**src/rtl/rs_queue.sv**
```systemverilog
`default_nettype none
// ============================================================================
// Module      : rs_queue
// Description : Age-ordered collapsing reservation station with CDB wakeup
//               and oldest-ready issue. Optional macro RS_CDB_ISSUE_BYPASS_EN
//               lets select see same-cycle CDB tags (0-cycle wakeup->issue).
// Revision    : 1.0 - initial release
// ============================================================================
module rs_queue #(
    parameter int DEPTH     = 4,
    parameter int NUM_CDB   = 1,
    parameter int PREG_W    = 6,
    parameter int ROB_W     = 6,
    parameter int PAYLOAD_W = 32
) (
    input  logic                         clk,
    input  logic                         rst,
    input  logic                         flush,
    input  logic                         alloc_valid,
    output logic                         alloc_ready,
    input  logic [PREG_W-1:0]            alloc_ps1,
    input  logic [PREG_W-1:0]            alloc_ps2,
    input  logic                         alloc_ps1_v,
    input  logic                         alloc_ps2_v,
    input  logic [PREG_W-1:0]            alloc_pd,
    input  logic [4:0]                   alloc_rd,
    input  logic [ROB_W-1:0]             alloc_rob,
    input  logic [PAYLOAD_W-1:0]         alloc_payload,
    input  logic [NUM_CDB-1:0]           cdb_valid,
    input  logic [NUM_CDB*PREG_W-1:0]    cdb_pd,
    output logic                         issue_valid,
    input  logic                         issue_ready,
    output logic [PREG_W-1:0]            issue_ps1,
    output logic [PREG_W-1:0]            issue_ps2,
    output logic [PREG_W-1:0]            issue_pd,
    output logic [4:0]                   issue_rd,
    output logic [ROB_W-1:0]             issue_rob,
    output logic [PAYLOAD_W-1:0]         issue_payload,
    output logic [$clog2(DEPTH+1)-1:0]   occupancy
);
    localparam int c_OCC_W = $clog2(DEPTH+1);
    localparam int c_IDX_W = $clog2(DEPTH);

    logic [PREG_W-1:0]    r_ps1 [DEPTH];
    logic [PREG_W-1:0]    r_ps2 [DEPTH];
    logic [PREG_W-1:0]    r_pd  [DEPTH];
    logic [4:0]           r_rd  [DEPTH];
    logic [ROB_W-1:0]     r_rob [DEPTH];
    logic [PAYLOAD_W-1:0] r_pay [DEPTH];
    logic [DEPTH-1:0]     r_rdy1, r_rdy2;
    logic [c_OCC_W-1:0]   r_occ;

    logic [PREG_W-1:0]    w_n_ps1 [DEPTH];
    logic [PREG_W-1:0]    w_n_ps2 [DEPTH];
    logic [PREG_W-1:0]    w_n_pd  [DEPTH];
    logic [4:0]           w_n_rd  [DEPTH];
    logic [ROB_W-1:0]     w_n_rob [DEPTH];
    logic [PAYLOAD_W-1:0] w_n_pay [DEPTH];
    logic [DEPTH-1:0]     w_n_rdy1, w_n_rdy2;

    logic [DEPTH-1:0]     w_busy, w_hit1, w_hit2, w_cand;
    logic [c_IDX_W-1:0]   w_sel;
    logic                 w_found;
    logic                 w_alloc_fire, w_issue_fire;
    logic [c_OCC_W-1:0]   w_slot;

    function automatic logic cdb_match(input logic [PREG_W-1:0] tag,
                                       input logic [NUM_CDB-1:0] vld,
                                       input logic [NUM_CDB*PREG_W-1:0] pds);
        logic hit;
        hit = 1'b0;
        for (int k = 0; k < NUM_CDB; k++) begin
            if (vld[k] && (pds[k*PREG_W +: PREG_W] == tag)) hit = 1'b1;
        end
        return hit;
    endfunction

    always_comb begin
        w_busy = '0;
        w_hit1 = '0;
        w_hit2 = '0;
        w_cand = '0;
        for (int i = 0; i < DEPTH; i++) begin
            w_busy[i] = (c_OCC_W'(i) < r_occ);
            w_hit1[i] = cdb_match(r_ps1[i], cdb_valid, cdb_pd);
            w_hit2[i] = cdb_match(r_ps2[i], cdb_valid, cdb_pd);
`ifdef RS_CDB_ISSUE_BYPASS_EN
            w_cand[i] = w_busy[i] & (r_rdy1[i] | w_hit1[i]) & (r_rdy2[i] | w_hit2[i]);
`else
            w_cand[i] = w_busy[i] & r_rdy1[i] & r_rdy2[i];
`endif
        end
    end

    // Downward scan so the lowest (oldest) candidate is the last one written.
    always_comb begin
        w_found = 1'b0;
        w_sel   = '0;
        for (int i = DEPTH-1; i >= 0; i--) begin
            if (w_cand[i]) begin
                w_found = 1'b1;
                w_sel   = c_IDX_W'(i);
            end
        end
    end

    assign alloc_ready   = (r_occ < c_OCC_W'(DEPTH));
    assign w_alloc_fire  = alloc_valid & alloc_ready;
    assign w_issue_fire  = w_found & issue_ready;
    assign w_slot        = r_occ - c_OCC_W'(w_issue_fire);

    assign issue_valid   = w_found;
    assign issue_ps1     = w_found ? r_ps1[w_sel] : '0;
    assign issue_ps2     = w_found ? r_ps2[w_sel] : '0;
    assign issue_pd      = w_found ? r_pd[w_sel]  : '0;
    assign issue_rd      = w_found ? r_rd[w_sel]  : '0;
    assign issue_rob     = w_found ? r_rob[w_sel] : '0;
    assign issue_payload = w_found ? r_pay[w_sel] : '0;
    assign occupancy     = r_occ;

    // Collapse: slots at or above the issued one take their upper neighbour,
    // carrying along any wakeup seen this cycle.
    always_comb begin
        w_n_ps1  = r_ps1;
        w_n_ps2  = r_ps2;
        w_n_pd   = r_pd;
        w_n_rd   = r_rd;
        w_n_rob  = r_rob;
        w_n_pay  = r_pay;
        w_n_rdy1 = r_rdy1;
        w_n_rdy2 = r_rdy2;
        for (int i = 0; i < DEPTH; i++) begin
            int src;
            src = (w_issue_fire && (c_IDX_W'(i) >= w_sel)) ? i + 1 : i;
            if (src < DEPTH) begin
                w_n_ps1[i]  = r_ps1[src];
                w_n_ps2[i]  = r_ps2[src];
                w_n_pd[i]   = r_pd[src];
                w_n_rd[i]   = r_rd[src];
                w_n_rob[i]  = r_rob[src];
                w_n_pay[i]  = r_pay[src];
                w_n_rdy1[i] = r_rdy1[src] | w_hit1[src];
                w_n_rdy2[i] = r_rdy2[src] | w_hit2[src];
            end
        end
        if (w_alloc_fire) begin
            w_n_ps1[w_slot[c_IDX_W-1:0]]  = alloc_ps1;
            w_n_ps2[w_slot[c_IDX_W-1:0]]  = alloc_ps2;
            w_n_pd[w_slot[c_IDX_W-1:0]]   = alloc_pd;
            w_n_rd[w_slot[c_IDX_W-1:0]]   = alloc_rd;
            w_n_rob[w_slot[c_IDX_W-1:0]]  = alloc_rob;
            w_n_pay[w_slot[c_IDX_W-1:0]]  = alloc_payload;
            w_n_rdy1[w_slot[c_IDX_W-1:0]] = alloc_ps1_v | (alloc_ps1 == '0) |
                                            cdb_match(alloc_ps1, cdb_valid, cdb_pd);
            w_n_rdy2[w_slot[c_IDX_W-1:0]] = alloc_ps2_v | (alloc_ps2 == '0) |
                                            cdb_match(alloc_ps2, cdb_valid, cdb_pd);
        end
    end

    always_ff @(posedge clk or posedge rst) begin
        if (rst) begin
            r_occ  <= '0;
            r_rdy1 <= '0;
            r_rdy2 <= '0;
            for (int i = 0; i < DEPTH; i++) begin
                r_ps1[i] <= '0;
                r_ps2[i] <= '0;
                r_pd[i]  <= '0;
                r_rd[i]  <= '0;
                r_rob[i] <= '0;
                r_pay[i] <= '0;
            end
        end else if (flush) begin
            r_occ  <= '0;
            r_rdy1 <= '0;
            r_rdy2 <= '0;
        end else begin
            r_occ  <= r_occ + c_OCC_W'(w_alloc_fire) - c_OCC_W'(w_issue_fire);
            r_rdy1 <= w_n_rdy1;
            r_rdy2 <= w_n_rdy2;
            r_ps1  <= w_n_ps1;
            r_ps2  <= w_n_ps2;
            r_pd   <= w_n_pd;
            r_rd   <= w_n_rd;
            r_rob  <= w_n_rob;
            r_pay  <= w_n_pay;
        end
    end
endmodule
`default_nettype wire
```
**config.mk**
```make
export PLATFORM = sky130hd
export DESIGN_NAME = rs_queue
export DESIGN_NICKNAME = d
export VERILOG_FILES = /design/src/rtl/rs_queue.sv
export SDC_FILE = /design/constraint.sdc
export NUM_CORES = 1
export LEC_CHECK = 0
export CORE_MARGIN = 2
export CORE_UTILIZATION = 40
export DETAILED_ROUTE_END_ITERATION = 12
export PLACE_DENSITY_LB_ADDON = 0.08
export SYNTH_ARGS = -nofsm -noshare
export SYNTH_HDL_FRONTEND = slang
export SYNTH_SLANG_ARGS = --single-unit
```
**constraint.sdc**
```tcl
create_clock -name clk -period 21 [get_ports clk]
set_clock_uncertainty 0.15 [all_clocks]
set_input_delay 4.2 -clock clk [delete_from_list [all_inputs] [get_ports clk]]
set_output_delay 4.2 -clock clk [all_outputs]
set_load 0.02 [all_outputs]
```
* After elaboration in Yosys (flattened, before gate mapping)
Cells that the tools add are included.
Storage, ports and cells: register bits after elaboration 255, latch bits 0, RAM bits 0, memory bits (read-only) 0, input port bits 75, output and inout bits 66, logic and storage cells 339, memories kept 0
Operators by class: $add $sub $neg 3, multiply operators 0, divide/modulo/power cells 0, magnitude comparators 26, equality and inequality tests 10, shift operators 0, mux-type cells 227, bitwise logic cells 28, reductions and logical operators 18
Operator list (count):
- 32-bit 2-to-1 mux | 16
- 6-bit 2-to-1 mux | 61
- 32-bit binary-select mux with 2-bit select | 5
- 6-bit binary-select mux with 2-bit select | 20
- 128-bit bitwise mux | 1
- 32-bit by 3-bit >= comparator with 1-bit output, second input constant | 4
- 128-bit 2-to-1 mux | 1
- 24-bit bitwise mux | 4
- 24-bit 2-to-1 mux | 4
- 5-bit 2-to-1 mux | 16
- 32-bit demux with 2-bit select | 1
- 2-bit inverter with 32-bit output | 2
- 6-bit == test | 10
- 1-bit 2-to-1 mux | 59
- 5-bit binary-select mux with 2-bit select | 5
- 1-bit binary-select mux with 2-bit select | 16
- 1-bit inverter with 32-bit output | 1
- 3-bit inverter with 32-bit output | 1
- 20-bit bitwise mux | 1
- 20-bit 2-to-1 mux | 1
- 1-bit logical AND | 16
- 4-bit 2-to-1 mux | 4
- 2-bit by 3-bit less-than comparator with 1-bit output, second input constant | 5
- 6-bit demux with 2-bit select | 1
- 21 further kinds | 57

* Longest topological paths before layout
depth in word-level cells 18, mapped depth 12, mapped depth without buffers 11

* Least setup slack after synthesis
OpenSTA, ideal clock, no wires.
path type register to output, start point reg r_occ[2] (netlist: occupancy[2]), end point out issue_payload[12], data arrival time 2.487 ns, data required time 16.650 ns, path slack 14.163 ns, stages on the path, launching flop included 11, buffers on the path 2, cells stage by stage dfrtp_1 -> inv_1 -> ha_1 -> nor2b_1 -> nor3_1 -> o22a_1 -> nor2_1 -> buf_2 -> buf_2 -> mux2i_1 -> o22ai_1
On the way: cells in the longest elaborated chain, start to end 12, elaborated cells on any way between the ends 25, classes of those cells 4 x order compare; 12 x mux; 9 x bitwise
RTL lines:
- from (decl) | RTL line 51 | logic [c_OCC_W-1:0] r_occ;
- from (signal assigned) | RTL line 178 | r_occ <= r_occ + c_OCC_W'(w_alloc_fire) - c_OCC_W'(w_issue_fire);
- 2-bit by 3-bit less-than comparator with 1-bit output | RTL line 84 | w_busy[i] = (c_OCC_W'(i) < r_occ);
- 1-bit AND (2 in a row) | RTL line 90 | w_cand[i] = w_busy[i] & r_rdy1[i] & r_rdy2[i];
- 2-bit 2-to-1 mux (4 in a row) | RTL line 100 | if (w_cand[i]) begin
- 2-bit inverter with 3-bit output (not written as such) | RTL line 118 | assign issue_payload = w_found ? r_pay[w_sel] : '0;
- 32-bit binary-select mux with 2-bit select | RTL line 118
- 32-bit 2-to-1 mux (not written as such) (2 in a row) | RTL line 118
- 32-bit 2-to-1 mux * | RTL line 118
- to (decl) | RTL line 38 | output logic [PAYLOAD_W-1:0] issue_payload,
Every way passes the cells marked *; elsewhere a longest branch is shown, timed or not. The select of a mux whose other input is x is not followed.

* Final worst setup path
start point reg r_occ[1] (netlist: occupancy[1]), end point out issue_rd[0]
On the way: cells in the longest elaborated chain, start to end 12, elaborated cells on any way between the ends 25, classes of those cells 4 x order compare; 12 x mux; 9 x bitwise
RTL lines:
- 2-bit by 3-bit less-than comparator with 1-bit output | RTL line 84
- 1-bit AND (2 in a row) | RTL line 90
- 2-bit 2-to-1 mux (4 in a row) | RTL line 100
- 2-bit inverter with 3-bit output (not written as such) | RTL line 116 | assign issue_rd = w_found ? r_rd[w_sel] : '0;
- 5-bit binary-select mux with 2-bit select | RTL line 116
- 5-bit 2-to-1 mux (not written as such) (2 in a row) | RTL line 116
- 5-bit 2-to-1 mux * | RTL line 116
- to (decl) | RTL line 36 | output logic [4:0] issue_rd,
Marks and branches as above.

==> impl_metrics.py <==
metrics = {
    "status": {
        "outcome": "completed",
    },
    "placed_design": {
        "place_congestion": 0.782,
        "portBuffers": 140,
        "place_ws_ns": 12.52,
        "hpwl_microns": 25800,
        "dp_cells": 1903,
    },
    "sta": {
        "finalHoldViolCount": 0,
        "worst_pin_slew_ns": 1.12,
        "slew_headroom_pct": 24.7,
        "post-route-period-util_pct": 43.3,
        "setup_slack_ns": 11.90,
        "hold_ws_ns": 0.375,
        "drv_slew": 0,
        "rsz0062_at_grt": "false",
        "tns_ns": 0,
        "setup_viol": 0,
        "min_period_ns": 9.10,
        "fmax_ghz": 0.110,
    },
    "detailed_routing": {
        "wl_per_cell_microns": 23.8,
        "drtPass1Iterations": 5,
        "wirelength_microns": 46700,
        "postRouteAntennaNets": 0,
        "drcViolationCount": 0,
        "vias": 11900,
        "vias_per_cell": 6.05,
        "drt-initial-drc-count": 715,
    },
    "finish": {
        "area_growth_pct": 17.5,
        "register_area_sq_um": 6380,
        "final_nets": 1504,
        "final_cells": 1962,
        "drive_above_1_share_pct": 19.1,
        "multi_input_area_sq_um": 8050,
        "fillCellCount": 3471,
    },
    "logic_synthesis": {
        "synth.avg_cell_area_sq_um": 11.0,
        "synth_top_area_share_pct": 42.4,
        "yosys-top-cells-area": "dfrtp_1 42%, mux2i_1 8.2%, o22a_1 7.2%",
        "syn_area_sq_um": 15100,
        "yosysSeqAreaShare_pct": 42.4,
        "synth_ff_type": "dfrtp_1",
        "synth_edf_count": 0,
        "ys_types": 60,
        "yosysTopAreaCell": "dfrtp_1",
        "synth_cells": 1372,
        "synth_seq_cells": 255,
        "synthesis.nets": 1451,
        "ys_warn_count": 0,
        "synth-async-reset-ratio_pct": 100,
    },
    "pwr": {
        "switching_share_pct": 33.7,
        "pwr-share-clk_pct": 25.6,
        "p_leak_nw": 6.61,
        "total_power_mw": 2.08,
        "seqPwrFrac_pct": 43.9,
        "power.density_nw_per_um2": 118,
        "pwr-share-comb_pct": 30.5,
        "vdd_drop_max_mv": 0.0640,
        "p_sw_uw": 702,
        "p_int_mw": 1.38,
    },
    "floorplanning": {
        "row_count": 71,
        "die-area_sq_um": 39200,
        "ios": 141,
        "fp.dieW_microns": 198,
        "die_y_microns": 198,
        "start_util_pct": 40.3,
        "coreArea_sq_um": 37400,
    },
    "global_route": {
        "grt_max_degree": 219,
        "grt_pass1_wl_microns": 72300,
        "groute.usage.overall_pct": 23.5,
        "grt_antenna_before_repair": 1,
        "grt-ovfl-total": 0,
        "grt_pass1_vias": 11900,
    },
    "critical_path": {
        "timing.rr.start": "occupancy[1]",
        "critPathLaunchType": "flip-flop",
        "reg2reg_slack_ns": 16.91,
        "cp.arrival_ns": 4.75,
        "crit_type": "reg -> out",
        "cp.required_ns": 16.65,
        "reg2reg_depth": 8,
        "path_max_fanout": 56,
        "cp-end-kind": "output port",
        "r2r-end": "r_pay[17]",
    },
    "clock_network": {
        "cts_tree": "yes",
        "cts_sinks": 255,
        "cts_buffer_depth": 3,
        "hold_buffers": 0,
        "clockRootBuffer": "clkbuf_16",
        "clk-insertion-delay-late_ns": 0.58,
        "cts.htree.levels": 1,
        "cts-buffers-inserted": 31,
        "cts_resized": 0,
        "clk_pin_slew_ns": 0.06,
        "cts_setup_buffers": 0,
    },
    "worst_hold_path": {
        "hold_end": "r_pay[32]",
        "hold_path.class": "reg -> reg",
        "min_from": "r_pay[32]",
        "whs_path_depth": 1,
    },
    "run": {
        "cap_viol_max_count": 0,
    },
}
[how the worst max path moves through the flow]
stage / from / end / cells past startpoint
global route: occupancy[1] / issue_rd[0] / 9
finish: occupancy[1] / issue_rd[0] / 9
CTS: occupancy[1] / issue_rd[2] / 9
global placement: occupancy[1] / issue_ps1[2] / 9
floorplan: rst / occupancy[0] / 1
detailed placement: occupancy[1] / issue_rd[2] / 9
[cell type report]
| class | count | share of cell area [%] |
|---|---|---|
| clock inverters | 7 | 0.240 |
| well taps | 511 | 3.61 |
| repair buffers | 161 | 8.89 |
| flip-flops and latches | 255 | 36.1 |
| inverters | 5 | 0.149 |
| multi-input cells | 971 | 45.5 |
| clock buffers | 51 | 5.49 |
| diodes | 1 | 0.0141 |
[state kept, by name (all words and copies together) (netlist names)]
name       cells
occupancy      3
r_pay        128
r_pd          24
r_ps1         24
r_ps2         24
r_rd          20
r_rdy1         4
r_rdy2         4
r_rob         24
[metal layers]
layer / track usage [%] / routed length, microns / vias up
met5: 0 / 0 / -
li1: - / - / 5373
met3: 3.20 / 2160 / 84
met1: 32.9 / 21700 / 6099
met2: 38.2 / 21600 / 321
met4: 6.71 / 1230 / 0
[worst max-delay path, cell delays in order (launching register included)]
cell             delay [ns]
dfrtp_1                0.47
inv_2                  0.16
ha_1                   0.37
nor3_1                 0.14
o22a_1                 0.23
nor2_4                 0.65
buf_4                  0.95
mux2i_1                0.21
o22ai_1                0.30
clkdlybuf4s50_1        0.68
[power by group through the flow]
| stage | Combinational, mW | Clock (mW) | Sequential (mW) |
|---|---|---|---|
| floorplan | 0.516 | 0 | 0.852 |
| global placement | 0.623 | 0 | 0.914 |
| detailed placement | 0.642 | 0 | 0.910 |
| CTS | 0.642 | 0.548 | 0.908 |
| global route | 0.698 | 0.565 | 0.942 |
| finish | 0.635 | 0.533 | 0.913 |
[cell families after synthesis]
logic type / share of synthesized area [%]
compound gates: 19.5
xor+xnor: 3.61
fa+ha+maj: 0.382
buf+inv: 4.67
flops: 42.4
mux: 14.4
simple gates: 15.1
[synthesized netlist by cell type (3+ instances only)]
master	instances
a21oi_1	9
a22oi_1	61
a41o_1	3
buf_2	40
buf_6	13
clkbuf_1	85
dfrtp_1	255
ha_1	3
inv_1	3
mux2_4	60
mux2i_1	123
nand2_1	14
nand3_1	126
nand3b_1	61
nand4_1	8
nor2_1	13
nor2b_1	3
nor3_1	9
nor3b_1	61
nor4_1	9
o221a_2	61
o22a_1	123
o22ai_1	61
or2_2	62
xnor2_1	28
xor2_1	34
[through the flow]
stage                     instance area [sq um]  utilization (%)
after floorplan                           15100                -
after global placement                    16700             44.6
after detailed placement                  16700             44.6
after CTS                                 17700             47.3
after global routing                      17700             47.3
final                                     17700             47.3
[cells in the final DEF (no fill, tap or decap), types with 3 or more instances in the layout]
cell	count
dfrtp_1	255
clkdlybuf4s50_1	139
nand3_1	125
o22a_1	123
mux2i_1	123
or2_2	62
nand3b_1	61
nor3b_1	61
a22oi_1	61
o221a_2	61
o22ai_1	61
mux2_4	60
xor2_1	34
clkbuf_16	31
xnor2_1	28
buf_4	20
nand2_1	12
nor2_1	12
clkbuf_8	12
nor3_1	9
nor4_1	9
a21oi_1	8
nand4_1	8
clkbuf_1	8
clkinv_2	5
nor2b_1	3
a41o_1	3
ha_1	3
(Power assumes the default switching activity.)
